File: src/rtl/acc_stack.sv
// acc_stack: WIDTH-bit accumulator with a DEPTH-entry LIFO used to save and
// restore ACC around subroutine/interrupt entry. Sticky overflow/underflow
// flags report stack misuse back to the timing controller.
// Optional feature: define ACC_SWAP_EN to add the swap_acc strobe, which
// exchanges ACC with the top of stack and outranks every other strobe.
module acc_stack #(
  parameter int               WIDTH   = 8,
  parameter int               DEPTH   = 4,
  parameter logic [WIDTH-1:0] RST_VAL = '0
) (
  input  logic             clk,
  input  logic             rst_n,
  input  logic             ld_acc,
  input  logic             push_acc,
  input  logic             pop_acc,
  input  logic             clr_err,
`ifdef ACC_SWAP_EN
  input  logic             swap_acc,
`endif
  input  logic [WIDTH-1:0] out_alu,
  output logic [WIDTH-1:0] out_acc,
  output logic             acc_zero,
  output logic [4:0]       stk_cnt,
  output logic             stk_empty,
  output logic             stk_full,
  output logic             stk_ovf,
  output logic             stk_unf
);

  localparam int         AW        = (DEPTH > 1) ? $clog2(DEPTH) : 1;
  localparam logic [4:0] DEPTH_CNT = 5'(DEPTH);

  logic [WIDTH-1:0] mem [DEPTH];
  logic [WIDTH-1:0] acc, acc_nxt;
  logic [4:0]       cnt, cnt_nxt;
  logic             ovf, ovf_nxt;
  logic             unf, unf_nxt;
  logic             wr_en;
  logic [AW-1:0]    wr_idx;
  logic [WIDTH-1:0] wr_data;
  logic [AW-1:0]    top_idx;
  logic             swap_req;

`ifdef ACC_SWAP_EN
  assign swap_req = swap_acc;
`else
  assign swap_req = 1'b0;
`endif

  // Top of stack sits one below the write pointer; only used when not empty.
  assign top_idx   = AW'(cnt - 5'd1);

  assign out_acc   = acc;
  assign acc_zero  = (acc == '0);
  assign stk_cnt   = cnt;
  assign stk_empty = (cnt == 5'd0);
  assign stk_full  = (cnt == DEPTH_CNT);
  assign stk_ovf   = ovf;
  assign stk_unf   = unf;

  // Decode the strobes by priority into next ACC, pointer, flags and stack write.
  always_comb begin
    acc_nxt = acc;
    cnt_nxt = cnt;
    ovf_nxt = clr_err ? 1'b0 : ovf;
    unf_nxt = clr_err ? 1'b0 : unf;
    wr_en   = 1'b0;
    wr_idx  = AW'(cnt);
    wr_data = acc;

    if (swap_req) begin
      if (!stk_empty) begin
        acc_nxt = mem[top_idx];
        wr_en   = 1'b1;
        wr_idx  = top_idx;
      end else begin
        unf_nxt = 1'b1;
      end
    end else if (push_acc && pop_acc) begin
      // Simultaneous push and pop cancel out; the load still goes through.
      if (ld_acc) acc_nxt = out_alu;
    end else if (pop_acc) begin
      if (!stk_empty) begin
        acc_nxt = mem[top_idx];
        cnt_nxt = cnt - 5'd1;
      end else begin
        unf_nxt = 1'b1;
        if (ld_acc) acc_nxt = out_alu;
      end
    end else if (push_acc) begin
      // The stack captures the pre-edge ACC, so push+load is save-then-load.
      if (!stk_full) begin
        wr_en   = 1'b1;
        cnt_nxt = cnt + 5'd1;
      end else begin
        ovf_nxt = 1'b1;
      end
      if (ld_acc) acc_nxt = out_alu;
    end else if (ld_acc) begin
      acc_nxt = out_alu;
    end
  end

  // Control state: ACC, occupancy and sticky flags, cleared by reset.
  always_ff @(posedge clk or negedge rst_n) begin
    if (!rst_n) begin
      acc <= RST_VAL;
      cnt <= 5'd0;
      ovf <= 1'b0;
      unf <= 1'b0;
    end else begin
      acc <= acc_nxt;
      cnt <= cnt_nxt;
      ovf <= ovf_nxt;
      unf <= unf_nxt;
    end
  end

  // Stack entries carry no reset; contents are meaningless once cnt drops.
  always_ff @(posedge clk) begin
    if (wr_en) mem[wr_idx] <= wr_data;
  end

endmodule
File: config.mk
export PLATFORM = sky130hd
export DESIGN_NAME = acc_stack
export DESIGN_NICKNAME = d
export VERILOG_FILES = /design/src/rtl/acc_stack.sv
export SDC_FILE = /design/constraint.sdc
export NUM_CORES = 1
export LEC_CHECK = 0
export CORE_MARGIN = 4
export CORE_UTILIZATION = 53
export CTS_CLUSTER_DIAMETER = 120
export DETAILED_ROUTE_END_ITERATION = 6
export PLACE_DENSITY = 0.79
export SYNTH_ARGS = -nofsm -noshare
export SYNTH_HDL_FRONTEND = slang
export SYNTH_SLANG_ARGS = --single-unit
File: constraint.sdc
create_clock -name clk -period 2.66 [get_ports clk]
set_input_delay 0.399 -clock clk [delete_from_list [all_inputs] [get_ports clk]]
set_output_delay 0.399 -clock clk [all_outputs]
set_load 0.05 [all_outputs]
### Yosys cells after proc, flatten, opt, wreduce, memory -nomap -nowiden

Memory sizes are Yosys's and may differ from the RTL's.
Cells that the tools add are included.

| storage, ports and cells | value |
|---|---|
| bits in writable memories | 32 |
| memories kept | 1 |
| register bits after elaboration | 15 |
| bits in latches | 0 |
| word-level logic and storage cells | 39 |
| output and inout port bits | 18 |
| memory bits (read-only) | 0 |

Memory list:

| memory | depth | bits a word | rd ports | clocked after Yosys merged registers in | wr ports | line | RTL |
|---|---|---|---|---|---|---|---|
| mem | 4 | 8 | 1 | 0 | 1 | 33 | `logic [WIDTH-1:0] mem [DEPTH];` |

| operators by class | value |
|---|---|
| multipliers | 0 |
| order comparisons | 0 |
| reduce and logical (&&, ||, !) cells | 5 |
| multiplexer cells | 23 |
| shift-type cells | 0 |
| bitwise logic cells | 1 |
| div/mod/pow operators | 0 |
| $add $sub $neg | 2 |
| equal/unequal tests | 3 |

Operators by type and width:

| operator | number |
|---|---|
| 8-bit 2-to-1 mux | 4 |
| 5-bit 2-to-1 mux | 4 |
| 1-bit 2-to-1 mux | 15 |
| 8-bit zero test | 1 |
| 5-bit by 1-bit adder with 5-bit output, second input constant | 1 |
| 5-bit by 3-bit equality test with 1-bit output, second input constant | 1 |
| 5-bit zero test | 1 |
| 5-bit by 1-bit subtractor with 5-bit output, second input constant | 1 |
| 2-bit != test, second input constant | 2 |
| 4-bit AND reduction | 1 |
| 2-bit nonzero test | 1 |
| 1-bit logical AND | 1 |
| 1-bit inverter | 1 |

### Logic depth before layout (Yosys ltp)

Gate-level depths: netlist (run 1).

| logic depth | value |
|---|---|
| depth in word-level cells | 7 |
| gate-level depth with buffers | 6 |

### Least setup slack after synthesis (run 1)

OpenSTA, ideal clock, no wires.

| timing | value |
|---|---|
| path type | register to output |
| from | register cnt[0] (netlist: stk_cnt[0]) |
| to | output stk_full |
| buffers on the path | 1 |
| slack | 0.086 ns |
| stages on the path, launching flop included | 7 |
| data arrival time | 2.175 ns |
| path through | dfrtp_1 buf_2 inv_1 ha_1 nor3b_1 nand2_1 inv_1 |

| between the ends | value |
|---|---|
| word-level cells in the longest chain between the ends | 1 |

Ends and longest elaborated chain:

| item | line | RTL |
|---|---|---|
| start: declaration | 35 | `logic [4:0] cnt, cnt_nxt;` |
| start signal: assignment | 113 | `cnt <= cnt_nxt;` |
| 5-bit by 3-bit equality test with 1-bit output | 57 | `assign stk_full = (cnt == DEPTH_CNT);` |
| end: declaration | 25 | `output logic stk_full,` |

Every way passes these cells.

### Final worst setup path (run 1)

| timing | value |
|---|---|
| from | register cnt[1] (netlist: stk_cnt[1]) |
| to | output stk_full |

Same word-level chain as after synthesis.

==> results of run 1 <==
-- power by group --
part / switching [W] / total [W] / internal [W] / leakage (nW)
clock: 0.000246 / 0.000431 / 0.000185 / 0.0483
sequential: 0.000198 / 0.00122 / 0.00102 / 0.471
combinational: 0.000736 / 0.00130 / 0.000563 / 0.393
total: 0.00118 / 0.00295 / 0.00177 / 0.912
-- worst max-delay path, stage by stage (launching register included) --
cell	delay [ns]
dfrtp_1	0.46
inv_1	0.13
ha_1	0.25
nor3b_1	0.21
buf_4	0.18
nand2_1	0.07
inv_1	0.12
buf_12	0.14
-- worst max path at each step --
stage                                     end  slack (ns)  cells past startpoint
final                                stk_full        0.41                      7
after CTS                            stk_full        0.40                      7
after global placement    mem[0][3]$_DFFE_PP_        0.39                      4
after floorplan                      stk_full        0.09                      6
after global routing                 stk_full        0.24                      7
after detailed placement  mem[0][7]$_DFFE_PP_        0.28                      4
-- Yosys cell counts, drive strengths merged (2+ instances only) --
master	instances
dfrtp	15
nor3b	2
a21oi	2
nand4b	2
mux2	16
or4	2
inv	5
ha	4
mux2i	2
xor2	4
a221oi	2
edfxtp	32
and2	4
buf	5
xnor2	3
mux4	8
-- per-stage QoR --
stage               hold WS [ns]  instances  utilization (%)
floorplan                 0.1034        118                -
global placement          0.5328        194            65.74
detailed placement        0.5336        194            65.74
CTS                       0.5466        202            68.08
global route              0.5792        202            68.08
finish                    0.5211        202            68.08
-- state kept, by name, summed over array words and instances, names as in the netlist --
signal / flops
out_acc: 8
stk_cnt: 5
stk_unf: 1
mem: 32
stk_ovf: 1
-- cell families after synthesis --
logic type | count (synthesis)
mux | 26
buf+inv | 10
fa+ha+maj | 4
simple gates | 17
compound gates | 7
flops | 47
xor+xnor | 7
-- area by class of cell --
type	count	area (um2)
Clock buffer	5	68.82
Clock inverter	3	18.77
Fill cell	260	1195
Inverter	5	18.77
Multi-Input combinational cell	61	703.2
Sequential cell	47	1336
Tap cell	48	60.06
Timing Repair Buffer	33	342.8
-- metal layers --
metal	share of wire, %	vias up	GRT usage [%]	wire length [um]
li1	-	527	-	-
met1	44	576	21.84	1651
met2	51	20	27.70	1886
met3	3.6	7	4.688	133
met4	1.2	0	5.637	44
met5	0	-	0	0
==> key figures, run 1 <==
Power
  – Power per cell area: 1158 nW/um2
  – Maximum VDD drop: 724.6 uV
  – Total power: 0.002951 W
  – P_leak: 0.9119 nW

Timing
  – RSZ-0062 raised after global routing: false
  – Hold Fails Final Rpt: 0
  – Final Slew Violations: 0
  – Min Tclk post-route: 2.253 ns
  – # setup viols final: 0
  – Tightest Pin Transition: 0.7406 ns
  – Layout Skew: 0.008946 ns
  – Slew margin rel.: 50.47%
  – Crit share post-route: 84.69%
  – Upper clock frequency limit: 443.9 MHz
  – Setup ws final: 0.4074 ns
  – Setup TNS: 0 ns

Worst hold path
  – Worst hold path type: input pin to async pin

GRT
  – Overflow after GRT: 0
  – Initial antenna violation count: 0
  – First-pass GRT wire length: 6.423 mm
  – Tot GR Track Use: 16.91%
  – Vias in the first global route: 1241
  – Largest net degree at the start of global routing: 16

Setup path
  – Max FO, Critical Path: 6
  – Worst path required time: 2.26 ns
  – Cell count of the worst reg-to-reg path: 6
  – RR Startpoint: stk_cnt[1]$_DFFE_PN0P_
  – CP Launch Type: register
  – Reg-to-reg critical path endpoint: mem[0][3]$_DFFE_PP_
  – Critical Path End Type: output port
  – Flop2flop setup slack: 0.47 ns
  – WS Path Type: register to output port
  – Worst endpoint data arrival time: 1.85 ns
  – Worst Setup SP: stk_cnt[1]$_DFFE_PN0P_

Clock network
  – CTS tree: built
  – Hold Buf Count CTS: 0
  – CTS Sinks: 47
  – Root Driver: clkbuf_8
  – Setup Buffers After CTS: 0
  – Max Root-Sink Buffers: 2
  – Post-CTS sizing: 0
  – Worst skew pair latency: 0.30 ns
  – Reg clk slew, reported paths: 0.09 ns
  – Clock buffers created by TritonCTS: 5
  – H-tree depth: 2

Synthesis
  – Adder-Cell Fraction of Synth Area: 2.398%
  – Mux contribution to synthesized area: 18.23%
  – Post-synth top area share: 46.04%
  – Ys async rst share: 31.91%
  – Syn avg cell area: 17.69 um2
  – Mapped Cells: 118
  – Synth top area cells: edfxtp_1 46%, dfrtp_1 18%, mux2_2 8.6%, mux4_2 8.6%, ha_1 2.4%
  – Syn nets: 136
  – Compound-Gate Fraction of Synth Area: 2.518%
  – EDFF count, synth: 32
  – Netlist Area Pre-Place: 2087 um2
  – Yosys reg bits: 47
  – Largest family of logic cells by synthesized area: multiplexers
  – XOR/XNOR Fraction of Synth Area: 2.938%
  – YS warnings: 0
  – Cell variety after synth: 30
  – Simple-gate share of the synthesized area: 7.614%
  – Register area share after synthesis: 64.03%
  – Synth Flop Type: edfxtp_1
  – Yosys top cell by area: edfxtp_1

Routing
  – DRC Markers: 0
  – DR WL/cell: 18.39 um
  – 1st-pass router iterations: 4
  – Antenna Nets Post-Route: 0
  – Via density: 5.594
  – Routed vias: 1130
  – Post-Route WL: 3.715 mm
  – Iter 0 DRT Violations: 91

Placed design
  – Setup WS pre-CTS: 0.2849 ns
  – Placed Area: 2461 um2
  – Detailed placement HPWL: 2.584 mm
  – Routability congestion estimate: 0.7650
  – Input/output buffers: 31

Floorplanning
  – Core Footprint: 3744 um2
  – Num ports: 32
  – Die area: 5006 um2
  – Die Height: 70.75 um
  – # rows: 22
  – Die W: 70.75 um
  – Initial core utilization: 55.75%

Cells and area
  – Commonest non-fill, non-tap cell in the layout: edfxtp_1
  – Commonest cells after routing, fill and taps aside: 32 x edfxtp_1, 28 x clkdlybuf4s50_1, 16 x mux2_2
  – Fraction of layout cells with a size suffix above 1: 27.27%
  – Diode count: 0
  – Number of nets in the layout: 171
  – Final instance area: 2549 um2
  – Synthesis-to-finish area growth: 22.12%

Run status
  – Status: finished, final reports clean

Run
  – Max_cap viols: 0
Note: power is estimated with default switching activity, not from simulation.
==> run 2: changes to the inputs <==
==> constraint.sdc (replaced) <==
create_clock -name clk -period 2.1 [get_ports clk]
set_input_delay 0.315 -clock clk [delete_from_list [all_inputs] [get_ports clk]]
set_output_delay 0.315 -clock clk [all_outputs]
set_load 0.05 [all_outputs]
==> key figures, run 2 (same netlist as run 1, synthesis figures left out) <==
Run status
  – Status: finished, final reports clean

GRT
  – First-pass GRT wire length: 7.072 mm (+10%)
  – GR Util met2: 31.00% (+3.3 points)
  – GR peak layer: met2
  – Overflow after GRT: 0 (unchanged)
  – GR Util met1: 25.19% (+3.3 points)
  – Initial antenna violation count: 0 (unchanged)
  – Tot GR Track Use: 18.90% (+2.0 points)
  – Met3 Use GR: 4.545% (-0.14 points)
  – Largest net degree at the start of global routing: 16 (unchanged)
  – Vias in the first global route: 1307 (+5.3%)

Timing
  – RSZ-0062 raised after global routing: false
  – Setup TNS: 0 ns (unchanged)
  – Crit share post-route: 94.73%
  – Final Slew Violations: 0 (unchanged)
  – WHS: 0.2930 ns (-0.2281 ns)
  – Min Tclk post-route: 1.989 ns
  – # setup viols final: 0 (unchanged)
  – Layout Skew: 0.006512 ns (-0.002434 ns)
  – Tightest Pin Transition: 0.5154 ns (-0.2252 ns)
  – Hold Fails Final Rpt: 0 (unchanged)
  – Upper clock frequency limit: 502.7 MHz
  – Slew margin rel.: 65.54% (+15 points)

Clock network
  – Root Driver: clkbuf_8
  – Clock buffers created by TritonCTS: 5 (unchanged)
  – CTS Sinks: 47 (unchanged)
  – Worst skew pair latency: 0.30 ns (about the same)
  – Hold Buf Count CTS: 0 (unchanged)
  – H-tree depth: 2 (unchanged)
  – CTS tree: built
  – Reg clk slew, reported paths: 0.09 ns (about the same)
  – Max Root-Sink Buffers: 2 (unchanged)

Floorplanning
  – Core Footprint: 3744 um2 (unchanged)
  – Die area: 5006 um2 (unchanged)
  – Die Height: 70.75 um (unchanged)
  – # rows: 22 (unchanged)
  – Num ports: 32 (unchanged)
  – Die W: 70.75 um (unchanged)
  – Initial core utilization: 55.75% (unchanged)

Setup path
  – Buf+Inv Stages, Crit Path: 3 (-1)
  – RR Startpoint: stk_cnt[1]$_DFFE_PN0P_
  – CP Launch Type: register
  – Crit-path leading delay family: flip-flops
  – CP dominant cell by count: inv_1
  – Worst Setup SP: stk_cnt[1]$_DFFE_PN0P_
  – Worst endpoint data arrival time: 1.67 ns (-0.18 ns)
  – Flop2flop setup slack: 0.19 ns (-0.28 ns)
  – Max FO, Critical Path: 6 (unchanged)
  – Worst path slowest cell: dfrtp_2
  – Critical path's largest stage delay: 0.46 ns (about the same)
  – Worst path required time: 1.78 ns (-0.48 ns)
  – CP Cell Sequence: inv_1 > ha_4 > nor3b_2 > nand2_1 > inv_1 > buf_12
  – Critical Path End Type: output port
  – WS Path Type: register to output port

Power
  – Net Switching: 0.001559 W (+32%)
  – Sequential power share: 39.4% (-2.0 points)
  – Internal: 0.002427 W (+37%)
  – Sw Share: 39.11% (-0.88 points)
  – Power per cell area: 1508 nW/um2 (+30%)
  – Part of the power in combinational logic: 43.9% (about the same)
  – P_leak: 0.9478 nW (+3.9%)
  – Maximum VDD drop: 1142 uV (+58%)
  – Clock Power Share: 16.7% (+2.1 points)

Cells and area
  – Number of nets in the layout: 175 (+2.3%)
  – Synthesis-to-finish area growth: 26.68%
  – Fraction of layout cells with a size suffix above 1: 34.81% (+7.5 points)
  – Largest register FFs: 32 (unchanged)
  – Commonest cells after routing, fill and taps aside: 32 x edfxtp_1, 26 x clkdlybuf4s50_1, 15 x mux2_2
  – Top reg by flops: mem
  – Diode count: 0 (unchanged)
  – Commonest non-fill, non-tap cell in the layout: edfxtp_1
  – Post-route non-filler standard cell count: 206 (+2.0%)

Placed design
  – Input/output buffers: 31 (unchanged)
  – Post-Place Cells: 198 (+2.1%)
  – Routability congestion estimate: 0.8777 (+15%)
  – Detailed placement HPWL: 2.899 mm (+12%)

Routing
  – Routed vias: 1171 (+3.6%)
  – Post-Route WL: 4.178 mm (+12%)
  – Via density: 5.684 (+1.6%)
  – 1st-pass router iterations: 4 (unchanged)
  – DR WL/cell: 20.28 um (+10%)
  – DRC Markers: 0 (unchanged)
  – Antenna Nets Post-Route: 0 (unchanged)
  – Iter 0 DRT Violations: 65 (-29%)

Run
  – Max_cap viols: 0 (unchanged)

Worst hold path
  – Worst hold path type: input pin to async pin
==> run 2: final cells by class <==
class	instances	area, um2
multi-input combinational	61	729.5
clock buffer	5	68.82
fill	259	1100
inverter	5	23.77
sequential	47	1339
clock inverter	3	42.54
tap	48	60.06
timing repair buffer	37	380.4
==> run 2: power groups by stage <==
stage          sequential, W  clock [W]  combinational [W]
2_1_floorplan        0.00194          0           0.000825
3_3_place_gp         0.00156          0            0.00173
3_5_place_dp         0.00159          0            0.00176
4_1_cts              0.00157   0.000678            0.00177
5_1_grt              0.00161   0.000719            0.00185
6_report             0.00157   0.000667            0.00175
==> run 2: path summary, 6_finish.rpt <==
kind                                           to  cells after the start
setup reg to reg              mem[3][3]$_DFFE_PP_                      5
setup / recovery                         stk_full                      6
min in group clk                stk_ovf$_DFF_PN0_                      2
hold reg to reg                 stk_ovf$_DFF_PN0_                      2
hold / removal             stk_cnt[3]$_DFFE_PN0P_                      1
max in group asynchronous    out_acc[1]$_DFF_PN0_                      2
==> run 2: routing by layer <==
layer | part of all wire [%] | vias up
met5 | 0 | -
met4 | 1.2 | 0
met3 | 3.8 | 7
met2 | 52 | 31
met1 | 43 | 596
li1 | - | 537
==> run 2: what timing repair did <==
item | CTS | global route
setup buffers | 0 | 0
setup endpoints to repair | 0 | 14
gates resized for setup | 0 | 2
==> run 2: worst reg2reg max path, delay by kind of cell, from the launching register on <==
kind / cells / cell delay [ns]
simple gates: 2 / 0.60
flops: 1 / 0.43
compound gates: 1 / 0.23
fa+ha+maj: 1 / 0.19
buf+inv: 1 / 0.11
==> run 2: stage by stage <==
| step | power, W | util [%] | setup WS, ns | instance area, um2 |
|---|---|---|---|---|
| after floorplan | 0.002769 | - | -0.1290 | 2128 |
| after global placement | 0.003298 | 67.58 | 0.1368 | 2530 |
| after detailed placement | 0.003349 | 67.58 | 0.09242 | 2530 |
| after CTS | 0.004015 | 70.55 | 0.09252 | 2641 |
| after global routing | 0.004188 | 70.62 | 0.003697 | 2644 |
| final | 0.003986 | 70.62 | 0.1106 | 2644 |
==> run 3: changes to the inputs <==
==> constraint.sdc (replaced) <==
create_clock -name clk -period 2.1 [get_ports clk]
set_input_delay 0.315 -clock clk [delete_from_list [all_inputs] [get_ports clk]]
set_output_delay 0.315 -clock clk [all_outputs]
set_load 0.005 [all_outputs]
==> key figures, run 3 (same netlist as run 1, synthesis figures left out) <==
Cells and area
  – Commonest non-fill, non-tap cell in the layout: edfxtp_1
  – Fraction of layout cells with a size suffix above 1: 35.29% (+0.48 points)
  – Multi-input gate area: 733.2 um2 (+0.51%)
  – Fillers: 249 (-3.9%)
  – Largest register FFs: 32 (unchanged)
  – Top reg by flops: mem
  – Number of nets in the layout: 187 (+6.9%)
  – Diode count: 0 (unchanged)
  – Commonest cells after routing, fill and taps aside: 32 x edfxtp_1, 28 x clkdlybuf4s50_1, 16 x mux2_2
  – Synthesis-to-finish area growth: 30.82%
  – FF+latch area: 1336 um2 (-0.19%)

Routing
  – DRC Markers: 0 (unchanged)
  – Routed vias: 1242 (+6.1%)
  – 1st-pass router iterations: 4 (unchanged)
  – Post-Route WL: 4.389 mm (+5.1%)
  – Iter 0 DRT Violations: 57 (-12%)
  – DR WL/cell: 20.13 um (-0.73%)
  – Antenna Nets Post-Route: 0 (unchanged)
  – Via density: 5.697 (+0.22%)

Setup path
  – Worst path required time: 1.78 ns (about the same)
  – Critical path's largest stage delay: 0.54 ns (+0.08 ns)
  – RR Startpoint: stk_cnt[0]$_DFFE_PN0P_
  – Worst setup path end: acc_zero
  – CP Cell Sequence: or4_4 > nor2_2 > dlygate4sd2_1
  – Worst Setup SP: out_acc[6]$_DFF_PN0_
  – Cell count of the worst reg-to-reg path: 7 (+2)
  – Max FO, Critical Path: 2 (-4)
  – Worst path slowest cell: or4_4
  – Critical Path End Type: output port
  – Flop2flop setup slack: 0.26 ns (+0.07 ns)
  – WS Path Type: register to output port
  – Worst endpoint data arrival time: 1.64 ns (-0.03 ns)
  – CP Launch Type: register
  – Reg-to-reg critical path endpoint: mem[0][0]$_DFFE_PP_

Timing
  – Upper clock frequency limit: 512.5 MHz (+2.0%)
  – RSZ-0062 raised after global routing: false
  – Setup TNS: 0 ns (unchanged)
  – Tightest Pin Transition: 0.4300 ns (-0.08531 ns)
  – Min Tclk post-route: 1.951 ns (-0.03821 ns)
  – Slew margin rel.: 71.33% (+5.8 points)
  – Crit share post-route: 92.92% (-1.8 points)
  – Layout Skew: 0.009222 ns (+0.002710 ns)
  – Final Slew Violations: 0 (unchanged)
  – Hold Fails Final Rpt: 0 (unchanged)
  – # setup viols final: 0 (unchanged)

Power
  – Maximum VDD drop: 880.1 uV (-23%)
  – Total power: 0.003531 W (-11%)
  – Power per cell area: 1293 nW/um2 (-14%)
  – P_leak: 1.020 nW (+7.6%)

Clock network
  – Worst skew pair latency: 0.30 ns (about the same)
  – Reg clk slew, reported paths: 0.09 ns (about the same)
  – Root Driver: clkbuf_8
  – Clock buffers created by TritonCTS: 5 (unchanged)
  – CTS tree: built
  – H-tree depth: 2 (unchanged)
  – Max Root-Sink Buffers: 2 (unchanged)
  – CTS Sinks: 47 (unchanged)
  – Hold Buf Count CTS: 0 (unchanged)

GRT
  – Initial antenna violation count: 0 (unchanged)
  – Tot GR Track Use: 19.12% (+0.23 points)
  – First-pass GRT wire length: 7.148 mm (+1.1%)
  – Vias in the first global route: 1385 (+6.0%)
  – Overflow after GRT: 0 (unchanged)
  – Largest net degree at the start of global routing: 16 (unchanged)

Placed design
  – Detailed placement HPWL: 2.996 mm (+3.4%)
  – Input/output buffers: 31 (unchanged)
  – Routability congestion estimate: 0.7775 (-11%)

Floorplanning
  – Initial core utilization: 55.75% (unchanged)
  – Die Height: 70.75 um (unchanged)
  – Num ports: 32 (unchanged)
  – Die area: 5006 um2 (unchanged)
  – Core Footprint: 3744 um2 (unchanged)
  – # rows: 22 (unchanged)
  – Die W: 70.75 um (unchanged)

Worst hold path
  – Worst hold path type: input pin to async pin

Run status
  – Status: finished, final reports clean

Run
  – Max_cap viols: 0 (unchanged)
==> run 3: cell types whose count changed in the layout (fill, tap and decap cells not counted), sizes merged <==
cell / delta
buf: +7
clkdlybuf4s50: +2
dlygate4sd2: +2
bufinv: -1
clkbuf: +1
clkinv: +1
dlymetal6s2s: +1
inv: -1
==> run 3: routing by layer <==
| metal | track usage, % | wire length (um) | up-vias |
|---|---|---|---|
| li1 | - | - | 561 |
| met1 | 22.73 | 1773 | 638 |
| met2 | 32.65 | 2335 | 31 |
| met3 | 5.398 | 182 | 12 |
| met4 | 7.933 | 97 | 0 |
| met5 | 0 | 0 | - |
==> run 3: stage by stage <==
stage	std cells	setup WS [ns]	instance area, um2	util (%)	hold slack (ns)
after floorplan	118	0.01193	2093	-	0.01941
after global placement	210	0.1948	2619	69.95	0.5219
after detailed placement	210	0.1031	2619	69.95	0.5327
after CTS	218	0.05347	2728	72.86	0.3365
after global routing	218	0.1040	2730	72.93	0.3519
final	218	0.1488	2730	72.93	0.3290
==> run 3: final cells by class <==
class / count / share of cell area (%)
timing repair buffer: 49 / 18.15
tap: 48 / 2.200
sequential: 47 / 48.95
inverter: 5 / 0.6874
multi-input combinational: 61 / 26.86
clock inverter: 2 / 0.5041
clock buffer: 6 / 2.658
==> run 3: worst max-delay path, delay by kind of cell (launching register included) <==
| kind | cells | cell delay [ns] |
|---|---|---|
| simple gates | 2 | 0.68 |
| flops | 1 | 0.41 |
| buf+inv | 1 | 0.25 |
==> run 3: how the worst min path moves through the flow <==
stage,from,end,slack [ns],depth (start not counted)
after CTS,rst_n,out_acc[2]$_DFF_PN0_,0.34,2
after detailed placement,stk_ovf$_DFF_PN0_,stk_ovf$_DFF_PN0_,0.53,2
after global placement,stk_ovf$_DFF_PN0_,stk_ovf$_DFF_PN0_,0.52,2
after floorplan,rst_n,out_acc[0]$_DFF_PN0_,0.02,0
final,rst_n,out_acc[3]$_DFF_PN0_,0.33,2
after global routing,rst_n,out_acc[3]$_DFF_PN0_,0.35,2
==> run 3: power by group <==
group          switching, W  leakage, nW  internal, W  total [W]
combinational      0.000622        0.504     0.000888    0.00151
clock              0.000299       0.0452     0.000235   0.000534
sequential         0.000193        0.471      0.00130    0.00149
==> run 3: timing repair <==
action,in CTS,in global routing
gates resized for setup,9,1
endpoints found under the setup margin,3,1
buffers inserted,0,0
hold endpoints to repair,0,0
pin swaps,2,0
